==> src/rtl/reduction_sequencer.sv <==
// reduction_sequencer: accumulates eight-operand groups over a LOW/HIGH two-step
// reduction and presents the 32-bit sum, sticky wrap flag and group count.
module reduction_sequencer #(
  parameter int W = 16
) (
  input  logic           clk,
  input  logic           rst,
  input  logic           in_valid,
  output logic           in_ready,
  input  logic [8*W-1:0] in_data,
  input  logic           in_last,
  output logic           out_valid,
  input  logic           out_ready,
  output logic [31:0]    out_data,
  output logic           out_overflow,
  output logic [15:0]    out_count,
  output logic           busy
);
  // One extra bit above the widest addend captures the carry out of bit 31.
  localparam int SW = (W + 3 > 32 ? W + 3 : 32) + 1;
  typedef enum logic [1:0] {IDLE, LOW, HIGH, DONE} state_t;
  state_t         state;
  logic [8*W-1:0] data_r;
  logic           last_r;
  logic [W+1:0]   partial;
  logic [31:0]    acc;
  logic [W+1:0]   lo_sum;
  logic [W+1:0]   hi_sum;
  logic [SW-1:0]  total;
  always_comb begin
    lo_sum = '0;
    hi_sum = '0;
    for (int i = 0; i < 4; i++) begin
      lo_sum = lo_sum + (W+2)'(data_r[i*W +: W]);
      hi_sum = hi_sum + (W+2)'(data_r[(i+4)*W +: W]);
    end
    total = SW'(acc) + SW'(partial) + SW'(hi_sum);
  end
  assign in_ready  = state == IDLE;
  assign out_valid = state == DONE;
  assign busy      = state != IDLE;
  assign out_data  = acc;
  always_ff @(posedge clk or posedge rst)
    if (rst) begin
      state        <= IDLE;
      data_r       <= '0;
      last_r       <= 1'b0;
      partial      <= '0;
      acc          <= '0;
      out_overflow <= 1'b0;
      out_count    <= '0;
    end else
      case (state)
        IDLE: if (in_valid) begin
          data_r    <= in_data;
          last_r    <= in_last;
          out_count <= out_count + {15'd0, out_count != 16'hFFFF};
          state     <= LOW;
        end
        LOW: begin
          partial <= lo_sum;
          state   <= HIGH;
        end
        HIGH: begin
          acc          <= total[31:0];
          out_overflow <= out_overflow | (|total[SW-1:32]);
          state        <= last_r ? DONE : IDLE;
        end
        DONE: if (out_ready) begin
          acc          <= '0;
          out_overflow <= 1'b0;
          out_count    <= '0;
          state        <= IDLE;
        end
      endcase
endmodule

==> config.mk <==
export PLATFORM = sky130hd
export DESIGN_NAME = reduction_sequencer
export DESIGN_NICKNAME = d
export VERILOG_FILES = /design/src/rtl/reduction_sequencer.sv
export SDC_FILE = /design/constraint.sdc
export NUM_CORES = 1
export LEC_CHECK = 0
export ABC_AREA = 1
export BUFFER_PORTS_ARGS = -buffer_cell sky130_fd_sc_hd__buf_4
export CAP_MARGIN = 20
export CORE_UTILIZATION = 45
export CTS_CLUSTER_DIAMETER = 200
export DETAILED_ROUTE_END_ITERATION = 10
export PLACE_DENSITY = 0.76
export SLEW_MARGIN = 40
export SYNTH_ARGS = -nofsm -noshare
export SYNTH_HDL_FRONTEND = slang
export SYNTH_SLANG_ARGS = --single-unit
==> constraint.sdc <==
create_clock -name clk -period 17.8 [get_ports clk]
set_input_delay 3.56 -clock clk [delete_from_list [all_inputs] [get_ports clk]]
set_output_delay 3.56 -clock clk [all_outputs]
set_load 0.01 [all_outputs]
==> metrics.md, run 1 <==
| Metric | Value |
|---|---|
| Slew Limit Fails | 0 |
| Max Cap Viol | 0 |
| Min cycle time layout | 5.208 ns |
| Number of global-route vias before repair | 10,350 |
| Hold-fix buffers, CTS | 0 |
| CP startpoint kind | input port |
| Placed wire-length estimate | 23.68 mm |
| Max Clk Rate | 0.1920 GHz |
| Routed WL | 30.25 mm |
| CTS Buf Count | 17 |
| #FFs+latches synth | 198 |
| DRC Markers | 0 |
| TritonCTS clock tree | built |
| Status | completed |
| Global Route Usage Sum | 22.59% |
| Starting Density | 46.35% |
| Worst setup EP type | register |
| Worst slew pin tran | 0.7077 ns |
| Layout Cells excl Fill | 2,121 |
| TritonRoute pass-1 iters | 5 |
| Synthesized cell area | 12,600 um2 |
| Postcts setup bufs | 0 |
| Req. time, crit path | 18.13 ns |
| Seq/Total Area, Yosys | 39.34% |
| Clk buf depth | 2 |
| Crit-path cells | buf_4, nand2_8, inv_4, buf_6, nand3_1, nand2_1, nor2_1 |
| Port Buffers | 184 |
| DP Cell Count | 2,090 |
| WL/cell | 14.26 um |
| Avg Cell Area, Syn | 8.033 um2 |
| Clk Latency, worst-skew pair | 0.43 ns |
| Final GP Congestion | 0.9345 |
| Post-CTS sizing | 0 |
| Chip height | 169.3 um |
| Core Rows | 60 |
| Crit share post-route | 29.26% |
| CP delay by family, top | buffers and inverters |
| Fin. Hold Viols | 0 |
| Largest net degree at the start of global routing | 125 |
| Root Buffer | clkbuf_16 |
| Die W | 169.3 um |
| Crit-path slowest cell | buf_6 |
| Grt ovf | 0 |
| Post-synth net total | 1,844 |
| Crit-path max cell delay | 0.62 ns |
| Total number of vias | 10,250 |
| Die Area | 28,660 um2 |
| Critical path type | input port to register |
| ANT cells | 0 |
| Setup violators final | 0 |
| Total negative slack | 0 ns |
| CP arrival | 5.53 ns |
| Clock Sinks | 198 |
| Clk_skew | 0.01300 ns |
| I/O pins | 185 |
| Clk slew on worst S/H paths | 0.08 ns |
| WP buf/inv | 3 |
| Area growth from synthesis to layout | 18.36% |
| Setup Slack @ Placement | 11.84 ns |
| Post-synth cell types | 40 |
| RSZ-0062 raised after global routing | false |
| First-iteration detailed-routing DRC count | 521 |
| Routed Antenna Nets | 0 |
| Final net count | 2,013 |
| Post-DR vias/cell | 4.833 |
| Worst Hold Class | register to register |
| Yosys warns | 0 |
| First-pass GRT wire length | 50.91 mm |
| Setup WS post-layout | 12.59 ns |
| Worst-path fanout max | 108 |
| H-tree Lvls | 4 |
| Synth Instances | 1,568 |
| Filler cell count | 2,581 |
| Proportion of layout cells with a drive suffix above 1 | 13.84% |
| Core Region | 27,180 um2 |
| Slew HR | 52.82% |
| Initial antenna violation count | 0 |
registers in the layout (all words and copies together), names as in the netlist:
| name | flops |
|---|---|
| out_overflow | 1 |
| out_data | 32 |
| out_count | 16 |
| data_r | 128 |
| partial | 18 |
| state | 2 |
| last_r | 1 |
tightest hold or removal path, stage by stage (launching register included):
cell,delay [ns]
dfrtp_1,0.35
nand2_1,0.05
nand2_1,0.05
final timing paths:
path                             start      endpoint  slack (ns)  depth (start not counted)
setup / recovery              in_valid  out_count[2]       12.59                          7
hold / removal             partial[13]   partial[13]        0.48                          2
setup reg to reg           out_data[2]  out_data[24]       13.85                         18
hold reg to reg            partial[13]   partial[13]        0.48                          2
max in group asynchronous          rst   data_r[106]       13.46                          3
min in group asynchronous          rst    data_r[35]        3.18                          2
cells in the mapped netlist:
cell type  count  area (um2)
a211oi_1       1       7.510
a21o_1         1       7.510
a21oi_1       45       225.2
a22o_1         1       8.760
a31oi_1        2       12.51
and2_1         3       18.77
buf_2         12       60.06
buf_4          2       15.01
buf_6          1       11.26
clkbuf_1      22       82.58
clkinv_1       1       3.750
dfrtp_1      198        4955
fa_1          96        1922
ha_1          47       588.1
inv_1        270        1013
inv_2          5       18.77
inv_4          1       6.260
nand2_1      583        2188
nand2_2        4       25.02
nand2_4        2       22.52
nand3_1       65       325.3
nand3_2        1       10.01
nand3b_1       6       45.04
nand4_1       11       68.82
nor2_1        63       236.5
nor2_2         3       18.77
nor2_4         1       11.26
nor2_8         2       40.04
nor3_1        17       85.08
nor3_2         2       20.02
nor4_1         1       6.260
o21a_1         2       15.01
o21ai_0       73       365.4
o21ai_1        6       30.03
o21bai_1       5       37.54
o22ai_1        6       37.54
o31ai_1        2       15.01
or2_2          3       18.77
xnor2_1        1       8.760
xor2_1         1       8.760
layout by cell type (no fill, tap or decap), types with 2 or more instances in the layout:
| cell type | instances |
|---|---|
| buf_4 | 185 |
| clkbuf_16 | 17 |
| inv_4 | 2 |
| nand2_1 | 583 |
| o21a_1 | 2 |
| o31ai_1 | 2 |
| a21oi_1 | 45 |
| nand3_1 | 65 |
| clkinv_4 | 3 |
| ha_1 | 47 |
| nand2_2 | 3 |
| o21ai_0 | 73 |
| o21bai_1 | 5 |
| dfrtp_1 | 198 |
| inv_8 | 3 |
| or2_2 | 3 |
| buf_6 | 2 |
| nand3b_1 | 6 |
| fa_1 | 96 |
| nor3_2 | 2 |
| nor2_1 | 63 |
| nor3_1 | 17 |
| inv_2 | 4 |
| nor2_2 | 3 |
| a31oi_1 | 2 |
| inv_6 | 4 |
| and2_1 | 3 |
| nand4_1 | 11 |
| nor2_8 | 2 |
| o22ai_1 | 6 |
| inv_1 | 269 |
| nand2_4 | 2 |
| o21ai_1 | 6 |
metal layers:
layer | part of all wire [%] | global-route usage [%] | up-vias
met1 | 45 | 30.75 | 4860
met2 | 48 | 37.36 | 259
met5 | 0 | 0 | -
met3 | 5.2 | 3.731 | 33
met4 | 1.6 | 6.267 | 0
li1 | - | - | 5099
cell type report:
type | instances | area, um2 | share of cell area, %
well taps | 372 | 465.4 | 3.122
clock inverters | 12 | 132.6 | 0.8896
multi-input cells | 1056 | 6444 | 43.22
inverters | 277 | 1057 | 7.092
flip-flops and latches | 198 | 4955 | 33.24
clock buffers | 19 | 442.9 | 2.971
repair buffers | 187 | 1411 | 9.467
per-stage QoR:
step	area [um2]	utilization [%]	hold slack, ns
after detailed placement	14320	52.71	0.4688
final	14910	54.86	0.4819
after floorplan	12600	-	0.4491
after CTS	14900	54.83	0.4871
after global routing	14910	54.86	0.5294
after global placement	14310	52.66	0.4686
cell families (layout without fill, tap and decap cells):
kind of cell	count (synthesis)	count (layout)	share of synthesized area (%)
compound gates	144	144	6.050
xor+xnor	2	2	0.1391
fa+ha+maj	143	143	19.93
buf+inv	314	495	9.616
flops	198	198	39.34
simple gates	767	767	24.93
Power of run 1 is left out: the tool's default activity adds up to more than one toggle a clock period on the data nets, which glitch-free logic cannot reach.
==> run 2, diff against run 1 <==
==> constraint.sdc (replaced) <==
create_clock -name clk -period 5.07 [get_ports clk]
set_input_delay 1.014 -clock clk [delete_from_list [all_inputs] [get_ports clk]]
set_output_delay 1.014 -clock clk [all_outputs]
set_load 0.01 [all_outputs]
==> metrics.md, run 2 (synthesized netlist as in run 1, its figures left out) <==
| Metric | Value |
|---|---|
| Area growth from synthesis to layout | 18.94% |
| Core Region | 27,180 um2 (unchanged) |
| Proportion of layout cells with a drive suffix above 1 | 14.08% (+0.25 points) |
| Clock Sinks | 198 (unchanged) |
| Register area | 4955 um2 (unchanged) |
| Die Area | 28,660 um2 (unchanged) |
| Hold Path Stages | 2 (unchanged) |
| Total number of vias | 10,210 (-0.42%) |
| I/O pins | 185 (unchanged) |
| Max Cap Viol | 0 (unchanged) |
| Worst Hold Class | register to register |
| Starting Density | 46.35% (unchanged) |
| Worst reg2reg path depth | 18 (unchanged) |
| Global Route Usage Sum | 22.97% (+0.38 points) |
| Most common cell after layout, fill and taps aside | nand2_1 |
| Hold Crit Start | partial[13] |
| Post-CTS sizing | 0 (unchanged) |
| Status | completed |
| TritonCTS clock tree | built |
| Req. time, crit path | 5.41 ns (-12.72 ns) |
| Hold-fix buffers, CTS | 0 (unchanged) |
| Max Clk Rate | 0.2455 GHz |
| First-pass GRT wire length | 51.43 mm (+1.0%) |
| Final net count | 2,017 (+0.20%) |
| Die W | 169.3 um (unchanged) |
| Clk buf depth | 2 (unchanged) |
| Largest register by flop count | data_r |
| Grt ovf | 0 (unchanged) |
| Root Buffer | clkbuf_16 |
| Core Rows | 60 (unchanged) |
| Clk Latency, worst-skew pair | 0.45 ns (+0.02 ns) |
| Final GP Congestion | 0.9650 (+3.3%) |
| Port Buffers | 184 (unchanged) |
| Routed Antenna Nets | 0 (unchanged) |
| Initial antenna violation count | 2 (+2) |
| Number of global-route vias before repair | 10,340 (-0.14%) |
| Clk_skew | 0.02573 ns (+0.01273 ns) |
| RR Startpoint | out_data[2] |
| Worst-path fanout max | 5 (-95%) |
| Setup violators final | 0 (unchanged) |
| Clk slew on worst S/H paths | 0.08 ns (about the same) |
| First-iteration detailed-routing DRC count | 581 (+12%) |
| Placed wire-length estimate | 23.86 mm (+0.76%) |
| Fin. Hold Viols | 0 (unchanged) |
| Min cycle time layout | 4.074 ns |
| Max reg flops | 128 (unchanged) |
| Slew Limit Fails | 0 (unchanged) |
| Endpoint of the worst hold path | partial[13] |
| TritonRoute pass-1 iters | 6 (+1) |
| Routed WL | 30.79 mm (+1.8%) |
| Slew HR | 56.11% (+3.3 points) |
| Postcts setup bufs | 0 (unchanged) |
| R2r endpoint | out_data[24] |
| CP arrival | 4.41 ns (-1.12 ns) |
| Worst setup EP type | register |
| DRC Markers | 0 (unchanged) |
| Commonest non-fill, non-tap cells in the layout | nand2_1 (583), inv_1 (269), dfrtp_1 (198) |
| Crit share post-route | 80.36% |
| Multi-input gate area | 6444 um2 (unchanged) |
| RSZ-0062 raised after global routing | false |
| Filler cell count | 2,557 (-0.93%) |
| Post-DR vias/cell | 4.799 (-0.70%) |
| Chip height | 169.3 um (unchanged) |
| CTS Buf Count | 17 (unchanged) |
| H-tree Lvls | 4 (unchanged) |
| Total negative slack | 0 ns (unchanged) |
| Worst slew pin tran | 0.6567 ns (-0.05096 ns) |
| CP startpoint kind | register |
| Critical path type | register to register |
| Largest net degree at the start of global routing | 148 (+18%) |
| WL/cell | 14.48 um (+1.5%) |
| Reg2Reg Setup Slack | 1.0 ns (-12.85 ns) |
run 2: worst max path at each step:
stage                            from      endpoint  slack, ns  cells past startpoint
after global placement    out_data[2]  out_data[24]       1.04                     18
after global routing      out_data[2]  out_data[24]       0.69                     18
after floorplan                   rst     data_r[0]       1.50                      1
final                     out_data[2]  out_data[24]        1.0                     18
after CTS                 out_data[2]  out_data[24]       0.98                     18
after detailed placement  out_data[2]  out_data[24]       1.00                     18
run 2: area by class of cell:
cell class / count / area share, %
multi-input cells: 1056 / 43.01
flip-flops and latches: 198 / 33.07
repair buffers: 191 / 9.871
inverters: 277 / 6.999
well taps: 372 / 3.107
clock buffers: 18 / 2.865
clock inverters: 14 / 1.061
diodes: 1 / 0.01670
run 2: layer usage:
metal / wire length, um / track usage, % / part of all wire [%]
met5: 13 / 0 / 0.042
met4: 800 / 7.090 / 2.6
met1: 14640 / 31.96 / 48
met3: 1284 / 4.128 / 4.2
met2: 14060 / 36.63 / 46
run 2: critical path, cell delays in order (launching register included):
cell and delay, ns:
dfrtp_1 0.35, inv_1 0.07, fa_1 0.54, inv_1 0.06, fa_1 0.51, fa_1 0.55, ha_1 0.26, inv_1 0.08
fa_1 0.37, inv_1 0.17, nand3_1 0.10, nand3_1 0.20, nand2_1 0.08, nand2_1 0.19, nand3_1 0.10, nand3_1 0.13
nand2_1 0.08, nand2_1 0.08, nand2_1 0.04
run 2: metrics by stage:
step	cell area, um2	instances	setup WS (ns)	hold slack (ns)	utilization [%]
2_1_floorplan	12600	1568	1.496	0.4491	-
5_1_grt	14980	2126	0.6873	0.5038	55.12
3_3_place_gp	14360	2093	1.041	0.4658	52.82
4_1_cts	14950	2125	0.9785	0.4859	55.02
6_report	14980	2127	0.9959	0.4830	55.13
3_5_place_dp	14360	2093	1.004	0.4672	52.85
Power of run 2 is left out for the same reason.
==> run 3, diff against run 2 <==
--- a/config.mk
+++ b/config.mk
@@ -11,7 +11,7 @@
 export CORE_UTILIZATION = 45
 export CTS_CLUSTER_DIAMETER = 200
 export DETAILED_ROUTE_END_ITERATION = 10
-export PLACE_DENSITY = 0.76
+export PLACE_DENSITY = 0.79
 export SLEW_MARGIN = 40
 export SYNTH_ARGS = -nofsm -noshare
 export SYNTH_HDL_FRONTEND = slang
==> constraint.sdc (replaced) <==
create_clock -name clk -period 3.6 [get_ports clk]
set_input_delay 0.72 -clock clk [delete_from_list [all_inputs] [get_ports clk]]
set_output_delay 0.72 -clock clk [all_outputs]
set_load 0.01 [all_outputs]
==> metrics.md, run 3 (synthesized netlist as in run 1, its figures left out) <==
| Metric | Value |
|---|---|
| Placed wire-length estimate | 25.05 mm (+5.0%) |
| Max Cap Viol | 0 (unchanged) |
| Clk slew on worst S/H paths | 0.08 ns (about the same) |
| Total number of vias | 10,680 (+4.6%) |
| Setup WS post-layout | 0.05610 ns (-0.9398 ns) |
| TritonCTS clock tree | built |
| Die Area | 28,660 um2 (unchanged) |
| Req. time, crit path | 3.93 ns (-1.48 ns) |
| Starting Density | 46.35% (unchanged) |
| Proportion of layout cells with a drive suffix above 1 | 24.95% (+11 points) |
| Total negative slack | 0 ns (unchanged) |
| Hold_ws | 0.3077 ns (-0.1753 ns) |
| Worst slew pin tran | 0.7086 ns (+0.05182 ns) |
| Number of global-route vias before repair | 10,970 (+6.1%) |
| Worst-path fanout max | 6 (+1) |
| Setup violators final | 0 (unchanged) |
| Critical path type | register to register |
| RSZ-0062 raised after global routing | true |
| Initial antenna violation count | 0 (-2) |
| Worst Hold Class | input port to asynchronous set/reset pin |
| Die W | 169.3 um (unchanged) |
| R2r endpoint | out_data[25] |
| Hold-fix buffers, CTS | 0 (unchanged) |
| Routed WL | 32.90 mm (+6.8%) |
| Min cycle time layout | 3.544 ns (-0.5302 ns) |
| ANT cells | 0 (-1) |
| DRC Markers | 0 (unchanged) |
| RR Startpoint | out_data[14] |
| Fin util | 59.37% (+4.2 points) |
| Max reg flops | 128 (unchanged) |
| Post-DR vias/cell | 4.862 (+1.3%) |
| Crit-path slowest cell | fa_1 |
| Port Buffers | 184 (unchanged) |
| Core Region | 27,180 um2 (unchanged) |
| Crit-path max cell delay | 0.54 ns (about the same) |
| Core Rows | 60 (unchanged) |
| First-iteration detailed-routing DRC count | 571 (-1.7%) |
| WL/cell | 14.98 um (+3.5%) |
| CP startpoint kind | register |
| Clk buf depth | 2 (unchanged) |
| Slew Limit Fails | 0 (unchanged) |
| Clock Sinks | 198 (unchanged) |
| Final net count | 2,087 (+3.5%) |
| Root Buffer | clkbuf_16 |
| Crit-path cells | inv_2, fa_1, inv_1, fa_1, inv_1, fa_1, inv_1, ha_4, nand2_1, nand2_1, inv_1, o21bai_1, a21oi_2, nand3_4, nand2_1, nand3_1, nand2_1 |
| H-tree Lvls | 4 (unchanged) |
| Fin. Hold Viols | 0 (unchanged) |
| Slew HR | 52.76% (-3.3 points) |
| Max Clk Rate | 0.2822 GHz (+15%) |
| Largest net degree at the start of global routing | 96 (-35%) |
| Worst reg2reg path depth | 17 (-1) |
| Worst setup EP type | register |
| Global Route Usage Sum | 23.85% (+0.88 points) |
| TritonRoute pass-1 iters | 5 (-1) |
| Clk_skew | 0.01439 ns (-0.01134 ns) |
| Commonest non-fill, non-tap cells in the layout | nand2_1 (546), buf_4 (250), inv_1 (228) |
| Status | completed |
| First-pass GRT wire length | 53.47 mm (+4.0%) |
| I/O pins | 185 (unchanged) |
| Setup Slack @ Placement | -0.2999 ns (-1.304 ns) |
| Area growth from synthesis to layout | 28.09% |
| Clk Latency, worst-skew pair | 0.44 ns (about the same) |
| Most common cell after layout, fill and taps aside | nand2_1 |
| Chip height | 169.3 um (unchanged) |
| Final GP Congestion | 0.9434 (-2.2%) |
| CP arrival | 3.87 ns (-0.54 ns) |
| Largest register by flop count | data_r |
| Reg2Reg Setup Slack | 0.06 ns (-0.94 ns) |
| Grt ovf | 0 (unchanged) |
| Crit share post-route | 98.44% (+18 points) |
| Routed Antenna Nets | 0 (unchanged) |
| CTS Buf Count | 17 (unchanged) |
## run 3: timing repair
item,4_1_cts,5_1_grt
resized for setup,46,132
setup endpoints to repair,24,27
buffers inserted,9,13
pin swaps,11,62
## run 3: critical path, delay by kind of cell (launching register included)
kind            cells  cell delay (ns)
fa+ha+maj           4             1.90
simple gates        6             0.45
compound gates      2             0.39
flops               1             0.37
buf+inv             5             0.31
## run 3: routing by layer
| layer | vias to the layer above | share of wire (%) | track usage [%] |
|---|---|---|---|
| met2 | 251 | 48 | 40.15 |
| met4 | 0 | 2.0 | 6.541 |
| met1 | 5137 | 45 | 31.81 |
| met3 | 38 | 4.7 | 4.081 |
| li1 | 5251 | - | - |
| met5 | - | 0 | 0 |
## run 3: worst max-delay path by stage
stage               cells past startpoint         start  slack (ns)            to
finish                                 17  out_data[14]        0.06  out_data[25]
CTS                                    16  out_data[10]      0.0005  out_data[20]
floorplan                              18   out_data[2]        0.08  out_data[24]
global route                           17    data_r[82]       -0.06  out_data[22]
global placement                       18   out_data[3]       -0.26  out_data[23]
detailed placement                     18   out_data[3]       -0.30  out_data[31]
## run 3: area by class of cell
| cell class | count | area [um2] |
|---|---|---|
| Inverter | 277 | 1056 |
| Fill cell | 2448 | 11040 |
| Timing Repair Buffer | 261 | 2061 |
| Clock buffer | 18 | 439.2 |
| Multi-Input combinational cell | 1056 | 7004 |
| Clock inverter | 14 | 153.9 |
| Sequential cell | 198 | 4955 |
| Tap cell | 372 | 465.4 |
## run 3: stage by stage
step                area, um2  std cells
finish                  16130       2196
global route            16130       2196
CTS                     15690       2183
detailed placement      14790       2143
global placement        14760       2142
floorplan               12600       1568
Power of run 3 is left out for the same reason.
